$ cat config.mk
export PLATFORM = sky130hd
export DESIGN_NAME = prio_encoder_serializer
export DESIGN_NICKNAME = d
export VERILOG_FILES = /design/src/rtl/encoder_pkg.sv /design/src/rtl/prio_enc_comb.sv /design/src/rtl/prio_encoder_serializer.sv
export SDC_FILE = /design/constraint.sdc
export NUM_CORES = 1
export LEC_CHECK = 0
export ABC_AREA = 1
export BUFFER_PORTS_ARGS = -buffer_cell sky130_fd_sc_hd__clkbuf_2
export CAP_MARGIN = 20
export CELL_PAD_IN_SITES_DETAIL_PLACEMENT = 1
export CELL_PAD_IN_SITES_GLOBAL_PLACEMENT = 2
export CORE_MARGIN = 3
export CORE_UTILIZATION = 30
export CTS_BUF_LIST = sky130_fd_sc_hd__clkbuf_16
export DETAILED_ROUTE_END_ITERATION = 7
export PLACE_DENSITY_LB_ADDON = 0.12
export SKIP_CTS_REPAIR_TIMING = 1
export SLEW_MARGIN = 30
export SYNTH_ARGS = -nofsm -noshare
export SYNTH_HDL_FRONTEND = slang
export SYNTH_SLANG_ARGS = --single-unit
$ cat constraint.sdc
create_clock -name clk -period 1.65 [get_ports clk]
set_input_delay 0.33 -clock clk [delete_from_list [all_inputs] [get_ports clk]]
set_output_delay 0.33 -clock clk [all_outputs]
set_load 0.01 [all_outputs]
$ cat src/rtl/encoder_pkg.sv
// Shared encoder definitions: FSM state type, safe clog2 helper and the
// index code reported for an all-zero vector.
package encoder_pkg;

  typedef enum logic [0:0] {
    IDLE  = 1'b0,
    DRAIN = 1'b1
  } state_t;

  // Index presented whenever no request bit is set.
  localparam int IDX_ZERO = 0;

  // Ceiling log2 that never returns less than 1, so a W-bit bus always exists.
  function automatic int clog2_safe(input int n);
    int r;
    r = 1;
    for (int i = 1; i < 31; i++) begin
      if ((32'sd1 <<< i) < n) begin
        r = i + 1;
      end else begin
        r = r;
      end
    end
    return r;
  endfunction

endpackage

$ cat src/rtl/prio_enc_comb.sv
// Combinational MSB-first priority encoder: idx is the highest set bit of
// vec (IDX_ZERO when vec is empty) and any flags a non-empty vector.
module prio_enc_comb
  import encoder_pkg::*;
#(
  parameter int N = 8,
  parameter int W = clog2_safe(N)
) (
  input  logic [N-1:0] vec,
  output logic [W-1:0] idx,
  output logic         any
);

  // Ascending scan: later (higher) set bits overwrite earlier ones, so the MSB wins.
  always_comb begin
    idx = W'(IDX_ZERO);
    any = |vec;
    for (int i = 0; i < N; i++) begin
      if (vec[i]) begin
        idx = W'(i);
      end else begin
        idx = idx;
      end
    end
  end

endmodule

$ cat src/rtl/prio_encoder_serializer.sv
// Captures an N-bit request vector and serialises it as one encoded index
// per accepted beat, highest set bit first.
// Optional build macro: ZERO_SUPPRESS_EN -- when defined, an all-zero vector
// is swallowed in IDLE without producing an output beat.
module prio_encoder_serializer
  import encoder_pkg::*;
#(
  parameter int N = 8,
  parameter int W = clog2_safe(N)
) (
  input  logic         clk,
  input  logic         rst,
  input  logic [N-1:0] req,
  input  logic         in_valid,
  output logic         in_ready,
  output logic [W-1:0] out_idx,
  output logic         out_zero,
  output logic         out_last,
  output logic         out_valid,
  input  logic         out_ready
);

  localparam logic [N-1:0] ONE_N = {{(N-1){1'b0}}, 1'b1};

  state_t       state_r, state_s;
  logic [N-1:0] pend_r, pend_s;
  logic [N-1:0] clr_mask_s, pend_clr_s, src_s;
  logic [W-1:0] enc_idx_s, idx_s;
  logic         enc_any_s, single_s, capture_s;
  logic         zero_s, last_s, valid_s, ready_s;

  // The bit currently on out_idx is removed from pend when its beat is accepted.
  assign clr_mask_s = ONE_N << out_idx;
  assign pend_clr_s = pend_r & ~clr_mask_s;

  // In IDLE the first beat comes straight from req; in DRAIN from what remains.
  assign src_s    = (state_r == IDLE) ? req : pend_clr_s;
  // At most one bit left (also true for an empty vector) marks the final beat.
  assign single_s = ((src_s & (src_s - ONE_N)) == {N{1'b0}});

`ifdef ZERO_SUPPRESS_EN
  assign capture_s = in_valid & enc_any_s;
`else
  assign capture_s = in_valid;
`endif

  prio_enc_comb #(.N(N), .W(W)) u_enc (
    .vec (src_s),
    .idx (enc_idx_s),
    .any (enc_any_s)
  );

  // Next-state and next-output logic; all outputs are registered below.
  always_comb begin
    state_s = state_r;
    pend_s  = pend_r;
    idx_s   = out_idx;
    zero_s  = out_zero;
    last_s  = out_last;
    valid_s = out_valid;
    ready_s = in_ready;
    case (state_r)
      IDLE: begin
        if (capture_s) begin
          state_s = DRAIN;
          pend_s  = req;
          idx_s   = enc_idx_s;
          zero_s  = ~enc_any_s;
          last_s  = single_s;
          valid_s = 1'b1;
          ready_s = 1'b0;
        end else begin
          state_s = IDLE;
        end
      end
      DRAIN: begin
        if (out_ready && out_last) begin
          state_s = IDLE;
          pend_s  = {N{1'b0}};
          idx_s   = W'(IDX_ZERO);
          zero_s  = 1'b0;
          last_s  = 1'b0;
          valid_s = 1'b0;
          ready_s = 1'b1;
        end else if (out_ready) begin
          pend_s  = pend_clr_s;
          idx_s   = enc_idx_s;
          zero_s  = 1'b0;
          last_s  = single_s;
        end else begin
          state_s = DRAIN;
        end
      end
      default: begin
        state_s = IDLE;
        pend_s  = {N{1'b0}};
        idx_s   = W'(IDX_ZERO);
        zero_s  = 1'b0;
        last_s  = 1'b0;
        valid_s = 1'b0;
        ready_s = 1'b1;
      end
    endcase
  end

  // State, pending vector and output registers; reset discards any pending beat.
  always_ff @(posedge clk or posedge rst) begin
    if (rst) begin
      state_r   <= IDLE;
      pend_r    <= {N{1'b0}};
      out_idx   <= W'(IDX_ZERO);
      out_zero  <= 1'b0;
      out_last  <= 1'b0;
      out_valid <= 1'b0;
      in_ready  <= 1'b1;
    end else begin
      state_r   <= state_s;
      pend_r    <= pend_s;
      out_idx   <= idx_s;
      out_zero  <= zero_s;
      out_last  <= last_s;
      out_valid <= valid_s;
      in_ready  <= ready_s;
    end
  end

endmodule
After elaboration in Yosys (flattened, before gate mapping)
Index checks and enable logic that the tools add are counted.
{"block": "word_totals", "reg_bits": 16, "in_bits": 12, "out_inout_bits": 7, "wordCells": 55}
{"block": "classes", "n_addsub": 1, "n_eq_ne": 3, "shifts": 1, "muxes": 33, "bitwise_logic": 5, "reduce_logical": 5}
{"op": "2-to-1 mux 8 bit", "n": 4}
{"op": "2-to-1 mux 3 bit", "n": 7}
{"op": "AND 8 bit", "n": 2}
{"op": "case mux 8 bit (2 select lines)", "n": 1}
{"op": "2-to-1 mux 1 bit", "n": 13}
{"op": "case mux 1 bit (2 select lines)", "n": 5}
{"op": "logical NOT 8 bit", "n": 1}
{"op": "NOT 8 bit", "n": 1}
{"op": "OR reduction 8 bit", "n": 1}
{"op": "left shift 1 x 3 -> 8 bit, first input constant", "n": 1}
{"op": "subtractor 8 x 1 -> 8 bit, second input constant", "n": 1}
{"op": "case mux 3 bit (2 select lines)", "n": 1}
{"op": "2-to-1 mux 2 bit", "n": 2}
{"op": "AND reduction 2 bit", "n": 2}
{"op": "!= test 3 x 2 -> 1 bit, second input constant", "n": 1}
{"op": "!= test 2 x 1 -> 1 bit, second input constant", "n": 1}
{"op": "!= test 2 bit, second input constant", "n": 1}
{"op": "NOT 1 bit", "n": 2}
{"op": "logical AND 1 bit", "n": 1}

Logic depth before layout (Yosys ltp)
Gate-level depths: netlist of run 1.
{"block": "depth", "depth_word": 14, "ltp_mapped": 13, "ltp_nobuf": 13}

Cells and area by module
From an unflattened synthesis of run 1, not the netlist that was laid out.
{"block": "unflattened", "cells_unflattened": 146, "hier_area_um2": 1034.7}
{"mod": "prio_encoder_serializer", "instances": 1, "cells_each": 126, "area_each_um2": 957.2, "seq_area_each_um2": 401.6}
{"mod": "prio_enc_comb", "instances": 1, "cells_each": 20, "area_each_um2": 77.6, "seq_area_each_um2": 0.0}

Worst setup path before layout of run 1
No wires, ideal clock.
{"block": "synth_path", "kind": "register to register", "startpoint": "register out_idx[2]", "endpoint": "register out_last", "setup_ps": 65, "arrival_time_ps": 1246, "t_required_ps": 1585, "slack_ps": 339, "path_stages_with_launch": 11, "n_path_buf": 0, "synth_period_minus_slack_ps": 1311, "path_cell_list": "dfrtp_1 inv_2 nand3_2 nand3_1 nand2_2 nor2_2 nand2_1 nand2_1 nand2_1 nand3b_1 nand2_1"}
{"block": "synth_between", "elab_chain_cells": 10, "word_cells_on_any_way": 11, "cone_classes": "add/sub: 1; shift: 1; mux: 5; bitwise: 3; reduce/logical: 1"}
{"item": "start: declaration", "line_no": "prio_encoder_serializer.sv:16", "text": "output logic [W-1:0] out_idx,"}
{"item": "start signal: assignment", "line_no": "prio_encoder_serializer.sv:111", "text": "out_idx <= W'(IDX_ZERO);"}
{"item": "start signal: assignment", "line_no": "prio_encoder_serializer.sv:119", "text": "out_idx <= idx_s;"}
{"item": "left shift 1 x 3 -> 8 bit *", "line_no": "prio_encoder_serializer.sv:33", "text": "assign clr_mask_s = ONE_N << out_idx;"}
{"item": "NOT 8 bit *", "line_no": "prio_encoder_serializer.sv:34", "text": "assign pend_clr_s = pend_r & ~clr_mask_s;"}
{"item": "AND 8 bit *", "line_no": "prio_encoder_serializer.sv:34"}
{"item": "2-to-1 mux 8 bit *", "line_no": "prio_encoder_serializer.sv:37", "text": "assign src_s = (state_r == IDLE) ? req : pend_clr_s;"}
{"item": "subtractor 8 x 1 -> 8 bit", "line_no": "prio_encoder_serializer.sv:39", "text": "assign single_s = ((src_s & (src_s - ONE_N)) == {N{1'b0}});"}
{"item": "AND 8 bit *", "line_no": "prio_encoder_serializer.sv:39"}
{"item": "logical NOT 8 bit *", "line_no": "prio_encoder_serializer.sv:39"}
{"item": "2-to-1 mux 1 bit", "line_no": "prio_encoder_serializer.sv:85", "text": "end else if (out_ready) begin"}
{"item": "2-to-1 mux 1 bit", "line_no": "prio_encoder_serializer.sv:77", "text": "if (out_ready && out_last) begin"}
{"item": "case mux 1 bit (2 select lines) *", "line_no": "prio_encoder_serializer.sv:62", "text": "case (state_r)"}
{"item": "end signal: assignment", "line_no": "prio_encoder_serializer.sv:121", "text": "out_last <= last_s;"}
{"item": "end: declaration", "line_no": "prio_encoder_serializer.sv:18", "text": "output logic out_last,"}
Mark *: on every way between the ends. The rest lies on a longest branch, timed or not. The select of a mux whose other input is x is not followed.
A chain may end at the register's enable or synchronous reset.

Final worst setup path of run 1
{"block": "layout_path", "startpoint": "register state_r", "endpoint": "register out_last"}
{"block": "layout_between", "elab_chain_cells": 7, "word_cells_on_any_way": 12, "cone_classes": "add/sub: 1; eq/ne: 2; mux: 5; bitwise: 2; reduce/logical: 2"}
{"item": "start: declaration", "line_no": "prio_encoder_serializer.sv:25", "text": "state_t state_r, state_s;"}
{"item": "start signal: assignment", "line_no": "prio_encoder_serializer.sv:117", "text": "state_r <= state_s;"}
{"item": "2-to-1 mux 8 bit", "line_no": "prio_encoder_serializer.sv:37"}
{"item": "subtractor 8 x 1 -> 8 bit", "line_no": "prio_encoder_serializer.sv:39"}
{"item": "AND 8 bit", "line_no": "prio_encoder_serializer.sv:39"}
{"item": "logical NOT 8 bit", "line_no": "prio_encoder_serializer.sv:39"}
{"item": "2-to-1 mux 1 bit", "line_no": "prio_encoder_serializer.sv:85"}
{"item": "2-to-1 mux 1 bit", "line_no": "prio_encoder_serializer.sv:77"}
{"item": "case mux 1 bit (2 select lines)", "line_no": "prio_encoder_serializer.sv:62"}
Several ways; a longest one is shown, not always the timed one. The select of a mux whose other input is x is not followed.

==> flow_summary_export.csv, run 1 <==
group,metric,value,unit
timing,period_minus_slack,1.507,ns
setup_path,critPathLaunchType,"flip-flop",
synth,synthArstFlopShare,1.000,
cts,clock_path_buffers,2,
run,drv_cap,0,
power_and_ir_drop,p_per_area,2104,nW/µm²
finish,syn_to_final_growth,21.70,%
timing,fin_crit_sh,0.9133,
setup_path,cp_common_cell,"nand2_1",
floorplan,initial_core_util,0.3208,
synth,synth.area.top_cells,"dfrtp_1 (37%), nand2_1 (14%), nand3_1 (11%), nor2_1 (4.5%), a31oi_1 (3.7%)",
synth,synthesis.nets,149,
finish,drive_gt1_frac,0.2642,
synth,yosys_most_used_dff,"dfrtp_1",
detailed_routing,via_count,997,
power_and_ir_drop,p_leak,0.6180,nW
synth,synth_top_area_share,0.3741,
setup_path,cp_data_required_time,1.84,ns
setup_path,critical-path-top-delay-family,"simple AND/OR/NAND/NOR gates",
timing,hold_viol,0,
detailed_routing,dr.pass1.iters,4,
finish,antenna_cells,0,
synth,yosysMostFrequentCell,"nand2_1",
timing,report.final.slew_viol_count,0,
placed_design,io_buffers,18,
placed_design,dpl_worst_slack,0.1459,ns
timing,worst_pin_slew,0.3946,ns
detailed_routing,routed_wl,2775,µm
setup_path,crit_path_max_fanout,6,
power_and_ir_drop,peakVddDrop,0.7848,mV
timing,fin_setup_tns,0,ns
detailed_routing,via_per_inst,4.911,
synth,synth_common_cells,"nand2_1 (37), nand3_1 (23), dfrtp_1 (15)",
detailed_routing,drc_errors,0,
global_routing,grtUsageTotal,0.1480,
cts,clk_latency,0.25,ns
floorplan,die_w,63.84,µm
synth,ys_seq_area_frac,0.4002,
timing,slew_headroom,0.7366,
synth,synth_warnings,0,
floorplan,die-area,4075,µm²
setup_path,cp_cell_sequence,"buf_4 > nand3_1 > nand2_1 > nor2_2 > nand2_1 > o21ai_1 > nand3b_1 > nand2_1",
cts,cts.sinks,16,
setup_path,crit_buf_inv,1,
synth,yosysUniqueCellTypes,22,
detailed_routing,dr.first_iter.drc_count,38,
timing,fin_ws,0.1430,ns
global_routing,first_global_vias,997,
synth,synth-edff-count,0,
global_routing,grt_pass1_wl,4698,µm
cts,htree_levels,1,
floorplan,core_area,3128,µm²
global_routing,grt_max_degree,17,
hold_path,hp-class,"primary input to async pin",
placed_design,dp.cells,199,
global_routing,antenna_found_initial,0,
synth,syn_area,1003,µm²
power_and_ir_drop,power.total,2.569,mW
timing,rsz0062_at_grt,"false",
synth,yosysTopAreaCell,"dfrtp_1",
timing,hold_ws,0.07140,ns
floorplan,io_pins,19,
setup_path,critPathSlowestCell,"dfrtp_1",
synth,ys_ff_latch,16,
global_routing,overflow,0,
finish,fin_area,1221,µm²
floorplan,row_count,20,
setup_path,cpPeakStageDelay,0.47,ns
cts,cts_buffers,3,
finish,post-route-util,0.3904,
cts,tritoncts,"done",
detailed_routing,antenna_left,0,
outcome,outcome,"finished clean",
setup_path,critPathKind,"flip-flop to flip-flop",
placed_design,gp_congestion,0.7291,
timing,skew,0.002078,ns
synth,syn_area_per_cell,7.325,µm²
detailed_routing,wl_per_cell,13.67,µm
setup_path,critPathArrivalTime,1.70,ns
setup_path,crit_path_end_kind,"flip-flop",
finish,instances_no_fill,203,
timing,setup_viol,0,
cts,path_clk_slew,0.05,ns
floorplan,die_h,63.84,µm
timing,fmax,0.6636,GHz
cts,root_buffer,"clkbuf_16",
synth,netlist_instances,137,
placed_design,placed_area,1137,µm²
finish,nets,172,
placed_design,hpwl,2087,µm
## worst min-delay path: stages
cell      delay (ns)
clkbuf_2        0.08
inv_1           0.04
buf_4           0.24
## sequential cells by signal, indices dropped and copies added, names as in the netlist
signal     cells
out_idx        3
out_last       1
state_r        1
out_valid      1
out_zero       1
pend_r         8
in_ready       1
## placed cells by master, fill, tap and decap left out
cell type	count
nand3_2	2
nand3b_1	1
a21oi_1	5
inv_2	5
buf_4	3
o21a_1	1
inv_1	7
clkinv_1	1
nor2_1	12
o31ai_2	1
inv_6	1
nand2_1	37
clkbuf_16	3
nand2_4	1
nor2_2	4
dfstp_2	1
inv_4	1
nand2_2	1
o21ai_0	3
o21ai_1	6
a21oi_4	1
a31oi_1	6
clkbuf_2	18
nand3_1	23
dfrtp_1	15
## cells by family (layout without fill, tap and decap cells)
family / after synthesis / after routing / share of synthesized area
compound gates: 23 / 23 / 0.1384
buf+inv: 17 / 39 / 0.09353
flops: 16 / 16 / 0.4003
simple gates: 81 / 81 / 0.3678
## per-layer routing
metal | global-route usage | vias to the layer above | part of all wire
met5 | 0 | - | 0
met4 | 0.03235 | 0 | 0.0065
met3 | 0.05097 | 2 | 0.043
met2 | 0.2387 | 19 | 0.47
met1 | 0.1898 | 480 | 0.48
li1 | - | 496 | -
## final timing paths
| kind | from | endpoint | slack [ns] | cells after the start |
|---|---|---|---|---|
| max reg2reg | state_r$_DFF_PP0_ | out_last$_DFFE_PP0P_ | 0.14 | 8 |
| max in group asynchronous | rst | in_ready$_DFFE_PP1P_ | 1.32 | 3 |
| max | state_r$_DFF_PP0_ | out_last$_DFFE_PP0P_ | 0.14 | 8 |
| min | rst | pend_r[7]$_DFFE_PP0P_ | 0.07 | 3 |
| min reg2reg | out_valid$_DFFE_PP0P_ | out_valid$_DFFE_PP0P_ | 0.51 | 2 |
| min in group clk | in_valid | in_ready$_DFFE_PP1P_ | 0.34 | 3 |
## where the power goes
part / internal, mW / switching [mW] / leakage (nW)
registers: 0.572 / 0.189 / 0.182
clock network: 0.322 / 0.166 / 0.0385
logic: 0.475 / 0.845 / 0.397
## area by class of cell
type                    instances  area, µm²
repair buffers                 21      112.6
clock inverters                 1      3.754
fillers                       417       1907
multi-input cells             104      513.0
well taps                      44      55.05
clock buffers                   3      75.07
flip-flops and latches         16      401.6
inverters                      14      60.06
Power figures use the tool's default switching activity.
==> run 2: changes to the inputs <==
--- a/config.mk
+++ b/config.mk
@@ -14,7 +14,7 @@
 export CORE_UTILIZATION = 30
 export CTS_BUF_LIST = sky130_fd_sc_hd__clkbuf_16
 export DETAILED_ROUTE_END_ITERATION = 7
-export PLACE_DENSITY_LB_ADDON = 0.12
+export PLACE_DENSITY_LB_ADDON = 0.1
 export SKIP_CTS_REPAIR_TIMING = 1
 export SLEW_MARGIN = 30
 export SYNTH_ARGS = -nofsm -noshare
==> run 2 against run 1 <==
  * Via count is the same
  * Global-route usage increased by 0.87 points
  * Core utilization shrank 0.080 points
  * Count of clock-buffer cells in the layout stayed put
  * Wire length rose by 4.3%
  * Sequential power grew 0.9%
  * Non-clock buffer count did not move
  * Final cell count unchanged
  * Final area down 0.20%
  * Combinational power barely moved
  * Setup slack got worse by 0.0059 ns
  * Largest cell class unchanged
  * Highest routed layer unchanged
==> flow_summary_export.csv, run 2 (synthesis results as in run 1) <==
group,metric,value,unit
power_and_ir_drop,seqPwrFrac,0.296,
power_and_ir_drop,p_switching,1.223,mW
detailed_routing,dr.pass1.iters,4,
detailed_routing,via_per_inst,4.911,
power_and_ir_drop,clock_power_share,0.189,
finish,final_common_cell,"nand2_1",
setup_path,cp_common_cell,"nand2_1",
power_and_ir_drop,p_comb_frac,0.516,
floorplan,row_count,20,
cts,clk_latency,0.25,ns
hold_path,hp-class,"primary input to async pin",
finish,fillers,415,
timing,rsz0062_at_grt,"true",
finish,top_register,"pend_r",
global_routing,grtUsageTotal,0.1567,
detailed_routing,routed_wl,2895,µm
detailed_routing,antenna_left,0,
power_and_ir_drop,switching_share,0.4707,
detailed_routing,via_count,997,
cts,cts.sinks,16,
floorplan,die-area,4075,µm²
finish,antenna_cells,0,
timing,period_minus_slack,1.513,ns
floorplan,die_h,63.84,µm
timing,report.final.slew_viol_count,0,
floorplan,initial_core_util,0.3208,
timing,fin_setup_tns,0,ns
cts,root_buffer,"clkbuf_16",
cts,cts_buffers,3,
power_and_ir_drop,p_int,1.375,mW
setup_path,critPathKind,"flip-flop to flip-flop",
placed_design,io_buffers,18,
timing,fin_ws,0.1371,ns
run,drv_cap,0,
setup_path,cpPeakStageDelay,0.45,ns
finish,post-route-util,0.3896,
finish,seq_area,404.1,µm²
global_routing,grt_pass1_wl,5050,µm
setup_path,cp_data_required_time,1.84,ns
setup_path,crit_path_max_fanout,6,
timing,worst_pin_slew,0.4102,ns
placed_design,hpwl,2276,µm
timing,skew,0.003372,ns
global_routing,grt_max_degree,17,
power_and_ir_drop,p_leak,0.6142,nW
global_routing,antenna_found_initial,0,
floorplan,core_area,3128,µm²
floorplan,die_w,63.84,µm
detailed_routing,wl_per_cell,14.26,µm
finish,largest_reg_flops,8,
floorplan,io_pins,19,
timing,fmax,0.6610,GHz
cts,htree_levels,1,
timing,hold_viol,0,
finish,nets,172,
cts,path_clk_slew,0.05,ns
detailed_routing,dr.first_iter.drc_count,60,
finish,syn_to_final_growth,21.45,%
placed_design,dpl_worst_slack,0.1429,ns
placed_design,gp_congestion,0.7477,
setup_path,critPathLaunchType,"flip-flop",
setup_path,critical-path-top-delay-family,"simple AND/OR/NAND/NOR gates",
timing,slew_headroom,0.7262,
finish,top_regs,"pend_r (8), out_idx (3)",
timing,setup_viol,0,
detailed_routing,drc_errors,0,
power_and_ir_drop,p_per_area,2132,nW/µm²
setup_path,cp_cell_sequence,"inv_2 > nand3_1 > nand3_1 > nand2_1 > nor2_2 > nand2_1 > nand2_1 > nand2_1 > nand3b_1 > nand2_1",
finish,multi_input_area,508.0,µm²
global_routing,overflow,0,
setup_path,critPathArrivalTime,1.70,ns
finish,drive_gt1_frac,0.2704,
setup_path,crit_path_end_kind,"flip-flop",
timing,fin_crit_sh,0.9169,
setup_path,crit_buf_inv,1,
setup_path,critPathSlowestCell,"dfrtp_1",
power_and_ir_drop,peakVddDrop,0.5855,mV
finish,layout_common_cells,"nand2_1 (37), nand3_1 (23), clkbuf_2 (18), dfrtp_1 (13), nor2_1 (12)",
cts,clock_path_buffers,2,
cts,tritoncts,"done",
global_routing,first_global_vias,1049,
outcome,outcome,"finished clean",
-- run 2: cell types whose count changed in the layout (fill, tap and decap cells not counted) --
cell,delta
dfrtp_1,-2
dfrtp_2,+2
o21ai_0,+1
o21ai_1,-1
o31ai_1,+1
o31ai_2,-1
-- run 2: worst reg2reg max path: cells and delay by family (launching register included) --
family	cells	cell delay (ns)
AND/OR/NAND/NOR	9	0.86
buffers and inverters	1	0.14
flip-flops	1	0.45
-- run 2: routing by layer --
layer	global-route usage	part of all wire	vias to the layer above
met2	0.2632	0.46	18
met1	0.2092	0.49	469
li1	-	-	506
met4	0.04852	0.0073	0
met3	0.01757	0.037	4
met5	0	0	-
-- run 2: path summary, 6_finish.rpt --
check | slack, ns | startpoint | depth (start not counted) | to
max in group asynchronous | 1.33 | rst | 3 | in_ready$_DFFE_PP1P_
min in group clk | 0.35 | req[3] | 3 | pend_r[3]$_DFFE_PP0P_
worst min register to register | 0.50 | out_zero$_DFFE_PP0P_ | 2 | out_zero$_DFFE_PP0P_
worst max register to register | 0.14 | out_idx[2]$_DFFE_PP0P_ | 10 | out_last$_DFFE_PP0P_
worst min-delay path | 0.07 | rst | 3 | pend_r[6]$_DFFE_PP0P_
worst max-delay path | 0.14 | out_idx[2]$_DFFE_PP0P_ | 10 | out_last$_DFFE_PP0P_
-- run 2: final cells by class --
class | count | area share
inverters | 14 | 0.04928
well taps | 44 | 0.04517
clock buffers | 3 | 0.06160
repair buffers | 21 | 0.09240
multi-input cells | 104 | 0.4168
clock inverters | 1 | 0.003080
flip-flops and latches | 16 | 0.3316
-- run 2: stage by stage --
stage | hold slack (ns) | power [mW] | instance area (µm²) | instances
final | 0.06502 | 2.598 | 1219 | 203
after global routing | 0.1072 | 2.853 | 1219 | 203
after CTS | 0.07958 | 2.621 | 1216 | 203
after detailed placement | 0.3459 | 2.120 | 1137 | 199
after global placement | 0.3361 | 2.077 | 1137 | 199
after floorplan | 0.2430 | 1.741 | 1003 | 137
-- run 2: power groups by stage --
stage	Clock (mW)	Combinational, mW	Sequential, mW
detailed placement	0	1.35	0.772
global placement	0	1.33	0.751
CTS	0.497	1.36	0.765
floorplan	0	0.997	0.744
global route	0.521	1.53	0.800
finish	0.491	1.34	0.768
==> run 3: changes to the inputs <==
--- a/config.mk
+++ b/config.mk
@@ -6,7 +6,7 @@
 export NUM_CORES = 1
 export LEC_CHECK = 0
 export ABC_AREA = 1
-export BUFFER_PORTS_ARGS = -buffer_cell sky130_fd_sc_hd__clkbuf_2
+export BUFFER_PORTS_ARGS = -buffer_cell sky130_fd_sc_hd__buf_2
 export CAP_MARGIN = 20
 export CELL_PAD_IN_SITES_DETAIL_PLACEMENT = 1
 export CELL_PAD_IN_SITES_GLOBAL_PLACEMENT = 2
==> constraint.sdc (replaced) <==
create_clock -name clk -period 1.5 [get_ports clk]
set_input_delay 0.3 -clock clk [delete_from_list [all_inputs] [get_ports clk]]
set_output_delay 0.3 -clock clk [all_outputs]
set_load 0.01 [all_outputs]
==> run 3 against run 2 <==
  * Sequential power increased by 11%
  * Total power increased by 26%
  * Global-route usage increased by 0.65 points
  * Largest cell class unchanged
  * Clock skew increased by 0.0014 ns
  * Count of clock-buffer cells in the layout unchanged
  * Highest routed layer unchanged
  * Final area increased by 14%
  * Critical path type unchanged
==> flow_summary_export.csv, run 3 (synthesis results as in run 1) <==
group,metric,value,unit
setup_path,cp_cell_sequence,"clkinv_4 > nand2_4 > inv_2 > a21oi_4 > nor2_4 > o21ai_0 > a21oi_1 > nand3b_1 > nand2_1",
timing,fin_setup_tns,0,ns
placed_design,hpwl,2272,µm
finish,antenna_cells,0,
setup_path,critPathKind,"flip-flop to flip-flop",
setup_path,cp_data_required_time,1.64,ns
cts,clock_path_buffers,2,
global_routing,grt_max_degree,17,
cts,path_clk_slew,0.05,ns
run,drv_cap,0,
cts,tritoncts,"done",
detailed_routing,via_count,1043,
global_routing,overflow,0,
cts,root_buffer,"clkbuf_16",
setup_path,crit_path_max_fanout,14,
power_and_ir_drop,peakVddDrop,0.8090,mV
floorplan,initial_core_util,0.3208,
detailed_routing,antenna_left,0,
power_and_ir_drop,p_leak,0.6885,nW
setup_path,crit_buf_inv,2,
timing,fin_crit_sh,0.9446,
detailed_routing,dr.pass1.iters,4,
detailed_routing,via_per_inst,4.851,
timing,worst_pin_slew,0.2709,ns
detailed_routing,drc_errors,0,
finish,drive_gt1_frac,0.4094,
setup_path,r2r_cells,9,
hold_path,hp-class,"primary input to async pin",
timing,fmax,0.7058,GHz
setup_path,critPathSlowestCell,"dfrtp_2",
timing,period_minus_slack,1.417,ns
cts,htree_levels,1,
timing,hold_ws,0.05283,ns
setup_path,crit_path_end_kind,"flip-flop",
global_routing,grtUsageTotal,0.1632,
timing,hold_viol,0,
timing,slew_headroom,0.8175,
detailed_routing,routed_wl,3169,µm
outcome,outcome,"finished clean",
setup_path,critPathLaunchType,"flip-flop",
finish,nets,184,
setup_path,r2r-end,"out_last$_DFFE_PP0P_",
floorplan,row_count,20,
placed_design,dp.cells,207,
setup_path,cpPeakStageDelay,0.42,ns
finish,syn_to_final_growth,38.40,%
setup_path,critical-path-top-delay-family,"flip-flops",
finish,final_common_cell,"nand2_1",
detailed_routing,dr.first_iter.drc_count,10,
global_routing,antenna_found_initial,0,
cts,cts_buffers,3,
timing,skew,0.004787,ns
finish,fillers,401,
finish,largest_reg_flops,8,
floorplan,core_area,3128,µm²
floorplan,die_h,63.84,µm
cts,clk_latency,0.25,ns
finish,post-route-util,0.4440,
finish,instances_no_fill,215,
timing,report.final.slew_viol_count,0,
placed_design,io_buffers,18,
finish,layout_common_cells,"nand2_1 (33), nand3_1 (18), buf_2 (18), buf_4 (15), nor2_1 (12)",
floorplan,die_w,63.84,µm
finish,top_register,"pend_r",
cts,cts.sinks,16,
floorplan,io_pins,19,
setup_path,critPathArrivalTime,1.56,ns
setup_path,ff2ff_setup_slack,0.08,ns
power_and_ir_drop,power.total,3.274,mW
global_routing,grt_pass1_wl,5154,µm
finish,top_regs,"pend_r (8), out_idx (3)",
timing,rsz0062_at_grt,"true",
power_and_ir_drop,p_per_area,2357,nW/µm²
detailed_routing,wl_per_cell,14.74,µm
setup_path,r2r_start,"state_r$_DFF_PP0_",
timing,setup_viol,0,
global_routing,first_global_vias,1025,
placed_design,gp_congestion,0.7184,
floorplan,die-area,4075,µm²
[run 3: cell types whose count changed in the layout (fill, tap and decap cells not counted), moves of 4 or more]
| cell | change |
|---|---|
| buf_2 | +18 |
| clkbuf_2 | -18 |
| nand3_1 | -5 |
| nand2_1 | -4 |
| nand3_2 | +4 |
| buf_4 | +12 |
[run 3: metrics by stage]
step / setup slack, ns / cell area [µm²]
after floorplan: 0.1886 / 1003
after global placement: 0.01157 / 1197
after detailed placement: -0.002172 / 1197
after CTS: -0.02113 / 1276
after global routing: -0.04668 / 1389
final: 0.08307 / 1389
[run 3: area by class of cell]
type	count	area [µm²]	share of cell area
Clock buffer	3	75.07	0.05405
Clock inverter	1	3.754	0.002703
Tap cell	44	55.05	0.03964
Multi-Input combinational cell	104	578.1	0.4162
Timing Repair Buffer	33	202.7	0.1459
Inverter	14	67.56	0.04865
Sequential cell	16	406.6	0.2928
[run 3: power breakdown]
group | total (mW) | leakage (nW) | internal (mW) | switching, mW
sequential | 0.856 | 0.179 | 0.640 | 0.216
clock | 0.538 | 0.0423 | 0.354 | 0.183
combinational | 1.88 | 0.467 | 0.751 | 1.13
total | 3.27 | 0.688 | 1.75 | 1.53
[run 3: layer usage]
| layer | GRT usage | wire (µm) | up-vias |
|---|---|---|---|
| li1 | - | - | 526 |
| met2 | 0.2581 | 1507 | 18 |
| met4 | 0.07278 | 60 | 0 |
| met5 | 0 | 0 | - |
| met3 | 0.02460 | 114 | 5 |
| met1 | 0.2182 | 1487 | 494 |
[run 3: how the worst max path moves through the flow]
stage                      startpoint                   end  slack (ns)  depth (start not counted)
2_1_floorplan  out_idx[2]$_DFFE_PP0P_  out_last$_DFFE_PP0P_        0.19                         10
3_3_place_gp   out_idx[1]$_DFFE_PP0P_  out_last$_DFFE_PP0P_        0.01                         10
3_5_place_dp   out_idx[1]$_DFFE_PP0P_  out_last$_DFFE_PP0P_      -0.002                         10
4_1_cts        out_idx[1]$_DFFE_PP0P_  out_last$_DFFE_PP0P_       -0.02                         10
5_1_grt        out_idx[1]$_DFFE_PP0P_  out_last$_DFFE_PP0P_       -0.05                          8
6_report            state_r$_DFF_PP0_  out_last$_DFFE_PP0P_        0.08                          9
[run 3: worst register-to-register path: stages, from the launching register on]
cell and delay, ns:
dfrtp_2 0.42, clkinv_4 0.15, nand2_4 0.11, inv_2 0.05
a21oi_4 0.23, nor2_4 0.07, o21ai_0 0.08, a21oi_1 0.06
nand3b_1 0.08, nand2_1 0.05
